**src/rtl/ser_pkg.sv**
```systemverilog
// Shared types and helpers for the parameterised serializer.
package ser_pkg;

  localparam int DEFAULT_DATA_W = 8;

  typedef enum logic [2:0] {
    S_IDLE  = 3'd0,
    S_READ  = 3'd1,
    S_LOAD  = 3'd2,
    S_SHIFT = 3'd3,
    S_PAR   = 3'd4,
    S_DONE  = 3'd5
  } state_e;

  // Words narrower than 32 bits are zero-extended, which leaves the XOR unchanged.
  function automatic logic word_parity(input logic [31:0] word, input logic odd);
    return (^word) ^ odd;
  endfunction

endpackage

```
**src/rtl/param_serializer.sv**
```systemverilog
// FIFO-fed parallel-to-serial converter with optional trailing parity bit.
// All outputs are registered; each one is computed from the next-state values.
module param_serializer
  import ser_pkg::*;
#(
  parameter int DATA_W     = DEFAULT_DATA_W,
  parameter int PARITY_EN  = 0,
  parameter int PARITY_ODD = 0
) (
  input  logic              clk,
  input  logic              rst,
  input  logic              lsb_first,
  input  logic              empty,
  input  logic [DATA_W-1:0] rd_data,
  output logic              rd_fifo,
  output logic              ser_out,
  output logic              piso_start,
  output logic              piso_done,
  output logic              busy
);

  localparam int                CNT_W    = $clog2(DATA_W + 1);
  localparam logic [CNT_W-1:0]  LAST_BIT = CNT_W'(DATA_W - 1);
  localparam logic              PAR_ODD  = (PARITY_ODD != 0);

  state_e              state_q, state_d;
  logic [DATA_W-1:0]   shreg_q, shreg_d;
  logic [CNT_W-1:0]    bit_cnt_q, bit_cnt_d;
  logic                lsb_q, lsb_d;
  logic                par_q, par_d;
  logic                rd_fifo_q, rd_fifo_d;
  logic                ser_out_q, ser_out_d;
  logic                piso_start_q, piso_start_d;
  logic                piso_done_q, piso_done_d;
  logic                busy_q, busy_d;

  always_comb begin
    state_d   = state_q;
    shreg_d   = shreg_q;
    bit_cnt_d = bit_cnt_q;
    lsb_d     = lsb_q;
    par_d     = par_q;

    case (state_q)
      S_IDLE: begin
        if (!empty) state_d = S_READ;
        else        state_d = S_IDLE;
      end
      S_READ: state_d = S_LOAD;
      S_LOAD: begin
        shreg_d   = rd_data;
        lsb_d     = lsb_first;
        par_d     = word_parity(32'(rd_data), PAR_ODD);
        bit_cnt_d = '0;
        state_d   = S_SHIFT;
      end
      S_SHIFT: begin
        shreg_d   = lsb_q ? {1'b0, shreg_q[DATA_W-1:1]} : {shreg_q[DATA_W-2:0], 1'b0};
        bit_cnt_d = bit_cnt_q + CNT_W'(1);
        if (bit_cnt_q == LAST_BIT) state_d = (PARITY_EN != 0) ? S_PAR : S_DONE;
        else                       state_d = S_SHIFT;
      end
      S_PAR:  state_d = S_DONE;
      S_DONE: begin
        if (!empty) state_d = S_READ;
        else        state_d = S_IDLE;
      end
      default: state_d = S_IDLE;
    endcase

    // Outputs are decoded from the upcoming state so they line up with it once registered.
    rd_fifo_d    = (state_d == S_READ);
    piso_start_d = (state_d == S_LOAD);
    piso_done_d  = (state_d == S_DONE);
    busy_d       = (state_d != S_IDLE);
    case (state_d)
      S_SHIFT: ser_out_d = lsb_d ? shreg_d[0] : shreg_d[DATA_W-1];
      S_PAR:   ser_out_d = par_d;
      default: ser_out_d = 1'b0;
    endcase
  end

  always_ff @(posedge clk) begin
    if (rst) begin
      state_q      <= S_IDLE;
      shreg_q      <= '0;
      bit_cnt_q    <= '0;
      lsb_q        <= 1'b0;
      par_q        <= 1'b0;
      rd_fifo_q    <= 1'b0;
      ser_out_q    <= 1'b0;
      piso_start_q <= 1'b0;
      piso_done_q  <= 1'b0;
      busy_q       <= 1'b0;
    end else begin
      state_q      <= state_d;
      shreg_q      <= shreg_d;
      bit_cnt_q    <= bit_cnt_d;
      lsb_q        <= lsb_d;
      par_q        <= par_d;
      rd_fifo_q    <= rd_fifo_d;
      ser_out_q    <= ser_out_d;
      piso_start_q <= piso_start_d;
      piso_done_q  <= piso_done_d;
      busy_q       <= busy_d;
    end
  end

  assign rd_fifo    = rd_fifo_q;
  assign ser_out    = ser_out_q;
  assign piso_start = piso_start_q;
  assign piso_done  = piso_done_q;
  assign busy       = busy_q;

endmodule

```
**config.mk**
```make
export PLATFORM = sky130hd
export DESIGN_NAME = param_serializer
export DESIGN_NICKNAME = d
export VERILOG_FILES = /design/src/rtl/ser_pkg.sv /design/src/rtl/param_serializer.sv
export SDC_FILE = /design/constraint.sdc
export NUM_CORES = 1
export LEC_CHECK = 0
export CAP_MARGIN = 20
export CORE_MARGIN = 3
export CORE_UTILIZATION = 50
export CTS_CLUSTER_DIAMETER = 30
export DETAILED_ROUTE_END_ITERATION = 16
export PLACE_DENSITY = 0.74
export SYNTH_ARGS = -nofsm -noshare
export SYNTH_HDL_FRONTEND = slang
export SYNTH_SLANG_ARGS = --single-unit
```
**constraint.sdc**
```tcl
create_clock -name clk -period 1.8 [get_ports clk]
set_clock_uncertainty 0.05 [all_clocks]
set_input_delay 0.36 -clock clk [delete_from_list [all_inputs] [get_ports clk]]
set_output_delay 0.36 -clock clk [all_outputs]
set_load 0.01 [all_outputs]
```
Yosys cells after proc, flatten, opt, wreduce, memory -nomap -nowiden --
Index checks and enable logic that the tools add are counted.
Operators by class: $add $sub $neg 1, $mul 0, div/mod/pow operators 0, magnitude comparators 0, eq/ne operators 11, shift operators 0, multiplexer cells 10, bitwise gates (word level) 0, reductions and logical operators 5
Operator list (count):
- $reduce_xor A32 Y1 | 1
- $pmux W8 S2 | 1
- $pmux W3 S5 | 1
- $eq A3 B2 Y1 const B | 4
- $eq A3 B3 Y1 const B | 4
- $mux W8 | 1
- $pmux W4 S2 | 1
- $eq A3 B1 Y1 const B | 2
- $add A4 B1 Y4 const B | 1
- $eq A4 B3 Y1 const B | 1
- $mux W1 | 4
- $logic_not A3 Y1 | 1
- $mux W3 | 1
- $reduce_bool A3 Y1 | 1
- $pmux W1 S2 | 1
- $reduce_bool A2 Y1 | 1
- $reduce_or A2 Y1 | 1
Word-level totals: register bits 22, latch bits 0, bits in writable memories 0, bits in read-only memories 0, input bits 12, output and inout bits 5, word-level logic and storage cells 38, memories kept 0

Depth between registers and ports, before layout --
Gate-level depths: netlist of run 1.
word-level depth 5, mapped depth 7, gate-level depth less buffers 5

Worst setup path after synthesis of run 1 --
OpenSTA, ideal clock, no wires.
kind register -> register, start point register state_q[1], end point register ser_out_q (netlist: ser_out), setup time 0.103 ns, data arrival time 1.364 ns, required time 1.647 ns, setup slack 0.283 ns, cell stages (with the launch flop) 7, path buffers 2, clock period less this slack 1.517 ns, path through dfxtp_1 > buf_4 > nor2b_1 > buf_4 > nor2_1 > a311o_1 > a2111oi_2
Between the ends: cells in the longest elaborated chain, start to end 5, elaborated cells between the ends (all ways) 15, classes of those cells eq/ne (7); mux (6); reduce/logical (2)
Ends and longest elaborated chain:
- from (decl) | RTL line param_serializer.sv:26 | state_e state_q, state_d;
- from (signal assigned) | RTL line param_serializer.sv:96 | state_q <= state_d;
- $eq A3 B3 Y1 or $logic_not A3 Y1 (tied branches) | RTL line param_serializer.sv:44 | case (state_q)
- $reduce_or A2 Y1 (no line)
- $pmux W3 S5 | RTL line param_serializer.sv:44
- $eq A3 B3 Y1 or $eq A3 B2 Y1 (tied branches) | RTL line param_serializer.sv:76 | case (state_d)
- $pmux W1 S2 * | RTL line param_serializer.sv:76
- to (signal assigned) | RTL line param_serializer.sv:102 | ser_out_q <= ser_out_d;
- to (decl) | RTL line param_serializer.sv:32 | logic ser_out_q, ser_out_d;
Mark *: on every way between the ends. The rest lies on a longest branch, timed or not. A chain may end at the register's enable or synchronous reset.

Worst setup path in the final report of run 1 --
start point register state_q[2], end point register ser_out_q (netlist: ser_out)
Same word-level chain as after synthesis.

==> results.json, run 1 <==
{
  "fill_cells": 170,
  "dr.pass1.iters": 4,
  "start_util_pct": 55.3,
  "cts_root_buf": "clkbuf_4",
  "tns_ns": 0,
  "route.detailed.drc": 0,
  "synth_seq_cells": 21,
  "synthMuxAreaShare_pct": 8.04,
  "synth_top_family_by_area": "simple AND/OR/NAND/NOR gates",
  "synth-xor-area-share_pct": 0.879,
  "worst_slew_pin_slew_ns": 0.611,
  "via_count": 809,
  "first_iter_violations": 15,
  "wirelength_um": 1950,
  "final_cell_mix": "22 x nor2_1, 21 x dfxtp_1, 16 x clkdlybuf4s50_1",
  "antenna_found_initial": 0,
  "io_buffers": 16,
  "path_clk_slew_ns": 0.11,
  "final.period_utilization_pct": 91.1,
  "grtUsageTotal_pct": 17.1,
  "worst_setup_path_start_kind": "flop",
  "wl_per_cell_um": 12.8,
  "rsz0062_at_grt": "no",
  "p_per_area_nw_per_um2": 763,
  "row_count": 15,
  "synth.area.top_cells": "dfxtp_1 42%, nor2_1 8.3%, mux2i_1 8.0%",
  "power_leakage_nw": 0.435,
  "layout_commonest_cell": "nor2_1",
  "cts_resized": 0,
  "place_ws_ns": 0.0386,
  "areaGrowthSynthToFinish_pct": 20.6,
  "io_pins": 17,
  "cp.required_ns": 1.96,
  "min_period_ns": 1.64,
  "dp_hpwl_um": 1420,
  "synth-compound-area-share_pct": 17.3,
  "yosys.area_share.simple_pct": 23.7,
  "post_cts_buffers": 0,
  "htree_levels": 1,
  "yosys_warnings": 0,
  "cts_tree": "done",
  "grt_overflow": 0,
  "synth_top_cell_by_area": "dfxtp_1",
  "vias_per_cell": 5.32,
  "layout_setup_ws_ns": 0.160,
  "ir_drop_mv": 0.468,
  "worstPathArrival_ns": 1.80,
  "cts_buffers": 3,
  "grt_pass1_wl_um": 3280,
  "grt_pass1_vias": 747,
  "drive_gt1_share_pct": 11.0,
  "fmax_mhz": 610,
  "yosys.area_share.adder_pct": 1.26,
  "synthCells": 111,
  "hold_class": "flop to flop",
  "syn-mean-instance-area_sq_um": 8.97,
  "place_congestion": 0.749,
  "synth_cell_types": 32,
  "die_x_um": 50.6,
  "antenna_cells": 0,
  "ant_nets": 0,
  "hold_viol": 0,
  "maxSlewHeadroom_pct": 59.3,
  "synth_seq_area_share_pct": 42.2,
  "core_sq_um": 1800,
  "grt_start_max_net_pins": 18,
  "end_kind": "flop",
  "run_status": "complete, no violations",
  "clk-insertion-delay-late_ns": 0.31,
  "worst-setup-path-type": "flop to flop",
  "die_y_um": 50.6,
  "clock_sinks": 21,
  "cp_max_fo": 10,
  "clock_path_buffers": 2,
  "cap_violations": 0,
  "fp.dieArea_sq_um": 2560,
  "setup_violations": 0,
  "final_max_slew_viol_count": 0,
  "yosys.area.top_type_share_pct": 42.2,
  "cts_hold_buf": 0,
  "netlist_area_sq_um": 996,
  "nNetsFinal": 141,
  "syn-num-nets": 124
}
-- where the power goes --
group,leakage (nW),switching [W],internal [W]
clock network,0.0150,0.000141,0.0000866
registers,0.171,0.0000229,0.000491
logic,0.249,0.0000811,0.0000938
-- path summary, 6_finish.rpt --
kind,slack [ns],cells past startpoint,endpoint,from
hold / removal,0.43,2,bit_cnt_q[1],bit_cnt_q[1]
setup / recovery,0.16,4,ser_out,state_q[2]
hold reg to reg,0.43,2,bit_cnt_q[1],bit_cnt_q[1]
setup reg to reg,0.16,4,ser_out,state_q[2]
-- kinds of logic after synthesis --
kind of cell               Yosys count
DFF                                 21
AOI/OAI and AO/OA                   25
muxes                                8
buffers and inverters               11
and+or+nand+nor                     44
xor gates and xnor gates             1
adders and majority gates            1
-- registers in the layout, indices dropped and copies added (netlist names) --
signal	cells
lsb_q	1
rd_fifo	1
bit_cnt_q	4
shreg_q	8
piso_done	1
state_q	3
piso_start	1
busy	1
ser_out	1
-- routing by layer --
layer | wire [um] | vias to the layer above | global-route usage [%] | share of wire, %
li1 | - | 424 | - | -
met1 | 933 | 365 | 21.7 | 48
met2 | 886 | 15 | 25.9 | 46
met3 | 80 | 5 | 4.15 | 4.1
met4 | 46 | 0 | 10.8 | 2.4
met5 | 0 | - | 0 | 0
-- critical path, cell delays in order (launching register included) --
cell	delay (ns)
dfxtp_1	0.44
nor2b_1	0.29
nor2_1	0.09
a311o_1	0.33
a2111oi_2	0.33
-- synthesized netlist by cell type --
cell type / count
nor4b_1: 1
and2_1: 2
nor3_1: 2
buf_6: 1
a311o_1: 1
nand3b_1: 2
clkbuf_1: 4
o21ai_0: 1
or3b_1: 1
nand2b_1: 2
buf_1: 1
a21o_1: 2
or2_2: 1
buf_4: 4
nand2_1: 1
dfxtp_1: 21
nand2b_2: 1
a311oi_1: 2
xor2_1: 1
ha_1: 1
a2111oi_2: 1
o211ai_1: 1
and4b_1: 1
buf_2: 1
nand3_1: 4
nor2_1: 22
nor4_1: 1
a21oi_1: 10
nor2b_1: 2
nor3b_4: 1
mux2i_1: 8
a211oi_1: 7
-- per-stage QoR --
stage / area [sq um] / hold slack, ns / utilization, % / cells / power, W
2_1_floorplan: 996 / 0.396 / - / 111 / 0.000635
3_3_place_gp: 1170 / 0.412 / 65.2 / 148 / 0.000694
3_5_place_dp: 1170 / 0.419 / 65.2 / 148 / 0.000699
4_1_cts: 1200 / 0.435 / 66.7 / 152 / 0.000923
5_1_grt: 1200 / 0.464 / 66.7 / 152 / 0.000960
6_report: 1200 / 0.435 / 66.7 / 152 / 0.000917
-- layout make-up --
type	count	area [sq um]	area share [%]
clock buffer	4	26.3	2.19
multi-input combinational	79	510	42.5
sequential	21	420	35.0
tap	25	31.3	2.60
timing repair buffer	23	213	17.7
(Power assumes the default switching activity.)
==> run 2, diff against run 1 <==
--- a/config.mk
+++ b/config.mk
@@ -6,8 +6,10 @@
 export NUM_CORES = 1
 export LEC_CHECK = 0
 export CAP_MARGIN = 20
+export CELL_PAD_IN_SITES_DETAIL_PLACEMENT = 1
+export CELL_PAD_IN_SITES_GLOBAL_PLACEMENT = 1
 export CORE_MARGIN = 3
-export CORE_UTILIZATION = 50
+export CORE_UTILIZATION = 38
 export CTS_CLUSTER_DIAMETER = 30
 export DETAILED_ROUTE_END_ITERATION = 16
 export PLACE_DENSITY = 0.74
==> run 2 against run 1 <==
Core utilization decreased by 14 points. Critical path type unchanged. Sequential share of layout area fell by 0.96 points. Count of clock-buffer cells in the layout unchanged. Largest power group unchanged. Die area increased by 28%. Cell count grew 4.6%. Setup slack improved by 0.0033 ns. Hold slack better by 0.016 ns. Sequential power rose by 0.8%. Global-route usage is 1.9 points lower. Register-to-register slack barely moved. Combinational power up 5%. Critical path depth is the same.
==> results.json, run 2 (synthesis results as in run 1) <==
{
  "worst-setup-path-type": "flop to flop",
  "io_buffers": 16,
  "grt_pass1_vias": 820,
  "cts_root_buf": "clkbuf_4",
  "run_status": "complete, no violations",
  "via_count": 870,
  "wl_per_cell_um": 14.3,
  "path_clk_slew_ns": 0.11,
  "maxSlewHeadroom_pct": 70.2,
  "dp_hpwl_um": 1720,
  "clock_path_buffers": 2,
  "min_period_ns": 1.64,
  "cts_resized": 0,
  "clock_sinks": 21,
  "core_sq_um": 2340,
  "hold_viol": 0,
  "slowest_delay_ns": 0.41,
  "grt_start_max_net_pins": 13,
  "layout_commonest_cell": "nor2_1",
  "wirelength_um": 2280,
  "comb_power_share_pct": 19.9,
  "final_max_slew_viol_count": 0,
  "fmax_mhz": 611,
  "worst_slew_pin_slew_ns": 0.447,
  "cap_violations": 0,
  "fill_cells": 280,
  "fin_area_sq_um": 1230,
  "grt_pass1_wl_um": 3950,
  "power_frac_seq_pct": 55.9,
  "areaGrowthSynthToFinish_pct": 24.0,
  "cp_cell_sequence": "nor2b_1 > nor2_1 > a311o_1 > a2111oi_2",
  "htree_levels": 1,
  "row_count": 17,
  "power_leakage_nw": 0.454,
  "clockPowerShare_pct": 24.2,
  "tns_ns": 0,
  "clk-insertion-delay-late_ns": 0.30,
  "vias_per_cell": 5.47,
  "ant_nets": 0,
  "first_iter_violations": 8,
  "p_per_area_nw_per_um2": 750,
  "grt_overflow": 0,
  "setup_violations": 0,
  "fp.dieArea_sq_um": 3270,
  "route.detailed.drc": 0,
  "cp_slowest_cell": "dfxtp_1",
  "ir_drop_mv": 0.422,
  "rsz0062_at_grt": "no",
  "cts_tree": "done",
  "grtUsageTotal_pct": 15.2,
  "place_congestion": 0.713,
  "drive_gt1_share_pct": 13.7,
  "cp.required_ns": 1.96,
  "nNetsFinal": 145,
  "cts_hold_buf": 0,
  "end_kind": "flop",
  "final_cell_mix": "22 x nor2_1, 21 x dfxtp_1, 16 x clkdlybuf4s50_1",
  "worstPathArrival_ns": 1.79,
  "power.share.switching_pct": 26.8,
  "cp_num_buf_inv": 0,
  "dpl_cell_area_sq_um": 1210,
  "antenna_found_initial": 0,
  "hold_class": "flop to flop",
  "largest_reg_flops": 8,
  "p_sw_w": 0.000248,
  "antenna_cells": 0,
  "worst_setup_path_start_kind": "flop",
  "crit_family": "compound AO/OA/AOI/OAI gates",
  "die_x_um": 57.2,
  "largest_register": "shreg_q",
  "die_y_um": 57.2,
  "r2r_slack_ns": 0.16,
  "final.period_utilization_pct": 90.9,
  "dr.pass1.iters": 4,
  "internal-power_w": 0.000678,
  "cts_buffers": 3,
  "post_cts_buffers": 0,
  "start_util_pct": 42.6,
  "reg_top3": "shreg_q (8), bit_cnt_q (4), state_q (3)",
  "cp_max_fo": 5,
  "io_pins": 17
}
==> run 2: cell type report <==
type / count / area, sq um / area share (%)
multi-input combinational: 79 / 510 / 41.3
clock buffer: 4 / 26.3 / 2.13
sequential: 21 / 420 / 34.0
tap: 28 / 35.0 / 2.84
timing repair buffer: 27 / 243 / 19.7
==> run 2: metal layers <==
| layer | up-vias | global-route usage (%) | share of wire, % |
|---|---|---|---|
| met5 | - | 0 | 0 |
| met4 | 0 | 2.98 | 1.1 |
| met3 | 5 | 5.20 | 4.7 |
| met2 | 17 | 24.3 | 48 |
| met1 | 415 | 20.1 | 47 |
| li1 | 433 | - | - |
==> run 2: path summary, 6_finish.rpt <==
kind,start,to,depth (start not counted)
worst max-delay path,state_q[1],ser_out,4
worst min-delay path,bit_cnt_q[1],bit_cnt_q[1],2
worst max register to register,state_q[1],ser_out,4
worst min register to register,bit_cnt_q[1],bit_cnt_q[1],2
==> run 2: worst min-delay path, cell delays in order (launching register included) <==
cell and delay (ns):
dfxtp_1 0.35, nand2_1 0.06, a21oi_1 0.06
==> run 2: power by group through the flow <==
stage / clock network (W) / registers [W] / logic, W
6_report: 0.000225 / 0.000518 / 0.000184
2_1_floorplan: 0 / 0.000516 / 0.000119
4_1_cts: 0.000237 / 0.000518 / 0.000186
3_3_place_gp: 0 / 0.000527 / 0.000178
5_1_grt: 0.000253 / 0.000524 / 0.000205
3_5_place_dp: 0 / 0.000529 / 0.000184
==> run 2: per-stage QoR <==
stage | total power, W | cells | setup slack, ns | utilization (%) | hold WS, ns
5_1_grt | 0.000982 | 159 | 0.0325 | 52.8 | 0.494
3_3_place_gp | 0.000705 | 155 | 0.0521 | 51.7 | 0.411
6_report | 0.000926 | 159 | 0.164 | 52.8 | 0.451
4_1_cts | 0.000941 | 159 | 0.151 | 52.8 | 0.456
3_5_place_dp | 0.000713 | 155 | 0.0304 | 51.7 | 0.438
2_1_floorplan | 0.000635 | 111 | 0.283 | - | 0.396
==> run 3, diff against run 2 <==
--- a/config.mk
+++ b/config.mk
@@ -6,8 +6,9 @@
 export NUM_CORES = 1
 export LEC_CHECK = 0
 export CAP_MARGIN = 20
-export CELL_PAD_IN_SITES_DETAIL_PLACEMENT = 1
+export CELL_PAD_IN_SITES_DETAIL_PLACEMENT = 0
 export CELL_PAD_IN_SITES_GLOBAL_PLACEMENT = 1
+export CORE_ASPECT_RATIO = 0.6
 export CORE_MARGIN = 3
 export CORE_UTILIZATION = 38
 export CTS_CLUSTER_DIAMETER = 30
==> run 3 against run 2 <==
Setup slack better by 0.00061 ns. Global-route usage is 0.34 points lower. Cell count up 0.63%. Critical path depth is the same. Clock power is 35% higher. Routed wire length shrank 6.8%.
==> results.json, run 3 (synthesis results as in run 1) <==
{
  "route.detailed.drc": 0,
  "largest_register": "shreg_q",
  "dp_hpwl_um": 1610,
  "total_power_w": 0.00100,
  "min_period_ns": 1.64,
  "wl_per_cell_um": 13.3,
  "wirelength_um": 2120,
  "place_congestion": 0.741,
  "final_max_slew_viol_count": 0,
  "die_y_um": 45.7,
  "die_x_um": 72.1,
  "fmax_mhz": 611,
  "setup_violations": 0,
  "ant_nets": 0,
  "maxSlewHeadroom_pct": 71.3,
  "cp.required_ns": 1.90,
  "first_iter_violations": 27,
  "layout_commonest_cell": "nor2_1",
  "io_pins": 17,
  "worst-setup-path-type": "flop to flop",
  "nNetsFinal": 144,
  "grt_pass1_vias": 809,
  "ir_drop_mv": 0.502,
  "clk-insertion-delay-late_ns": 0.26,
  "clock_sinks": 21,
  "grtUsageTotal_pct": 14.9,
  "crit_path_start": "state_q[0]",
  "worstPathArrival_ns": 1.74,
  "drive_gt1_share_pct": 13.8,
  "p_per_area_nw_per_um2": 800,
  "timing.rr.start": "state_q[0]",
  "run_status": "complete, no violations",
  "cap_violations": 0,
  "final.period_utilization_pct": 90.9,
  "via_count": 811,
  "vias_per_cell": 5.07,
  "cts_tree": "done",
  "r2r_slack_ns": 0.16,
  "io_buffers": 16,
  "grt_pass1_wl_um": 3760,
  "rsz0062_at_grt": "no",
  "cp_max_fo": 11,
  "cts_hold_buf": 0,
  "worstHoldStart": "bit_cnt_q[1]",
  "dr.pass1.iters": 4,
  "tns_ns": 0,
  "hold_class": "flop to flop",
  "areaGrowthSynthToFinish_pct": 25.6,
  "grt_start_max_net_pins": 18,
  "antenna_cells": 0,
  "grt_overflow": 0,
  "power_leakage_nw": 0.459,
  "worst_slew_pin_slew_ns": 0.430,
  "largest_reg_flops": 8,
  "cts_buffers": 3,
  "core_sq_um": 2330,
  "worst_setup_path_start_kind": "flop",
  "hold_viol": 0,
  "antenna_found_initial": 0,
  "cts_root_buf": "clkbuf_8",
  "final_cell_mix": "22 x nor2_1, 21 x dfxtp_1, 16 x clkdlybuf4s50_1",
  "reg_top3": "shreg_q (8), bit_cnt_q (4), state_q (3)",
  "path_clk_slew_ns": 0.07,
  "htree_levels": 1,
  "row_count": 13,
  "start_util_pct": 42.8,
  "end_kind": "flop",
  "fp.dieArea_sq_um": 3290,
  "clock_path_buffers": 2
}
-- run 3: timing repair --
action                                  in CTS  in global routing
endpoints found under the hold margin        0                  0
endpoints found under the setup margin       0                  1
gates resized for setup                      0                  1
setup buffers                                0                  0
-- run 3: layout make-up --
cell class | count | area (sq um)
clock buffers | 4 | 45.0
repair buffers | 26 | 235
well taps | 30 | 37.5
flip-flops and latches | 21 | 420
multi-input cells | 79 | 513
fillers | 231 | 1070
-- run 3: path summary, 6_finish.rpt --
path	to	cells after the start
worst min-delay path	bit_cnt_q[1]	2
worst max register to register	ser_out	4
worst max-delay path	ser_out	4
worst min register to register	bit_cnt_q[1]	2
-- run 3: stage by stage --
stage	cells	hold WS [ns]	utilization (%)	worst slack (ns)	area, sq um
after global routing	160	0.459	53.8	0.0554	1250
after detailed placement	156	0.420	51.7	0.0204	1200
after CTS	160	0.431	53.7	0.129	1250
after floorplan	111	0.396	-	0.283	996
final	160	0.427	53.8	0.164	1250
after global placement	156	0.412	51.7	0.0577	1200
-- run 3: where the power goes --
group	internal, W	switching (W)	leakage, nW
combinational	0.0000977	0.0000816	0.265
clock	0.000157	0.000146	0.0228
sequential	0.000491	0.0000264	0.171
total	0.000746	0.000254	0.459
-- run 3: worst max-delay path: stages (launching register included) --
cell	delay (ns)
dfxtp_1	0.59
nor3b_4	0.08
mux2i_1	0.16
a311o_1	0.30
a2111oi_2	0.36
-- run 3: per-layer routing --
| layer | GRT usage (%) | share of wire, % | wire length [um] |
|---|---|---|---|
| met5 | 0 | 0 | 0 |
| met4 | 3.00 | 0.38 | 8 |
| met3 | 5.29 | 4.0 | 85 |
| met2 | 21.2 | 41 | 859 |
| met1 | 21.6 | 55 | 1170 |
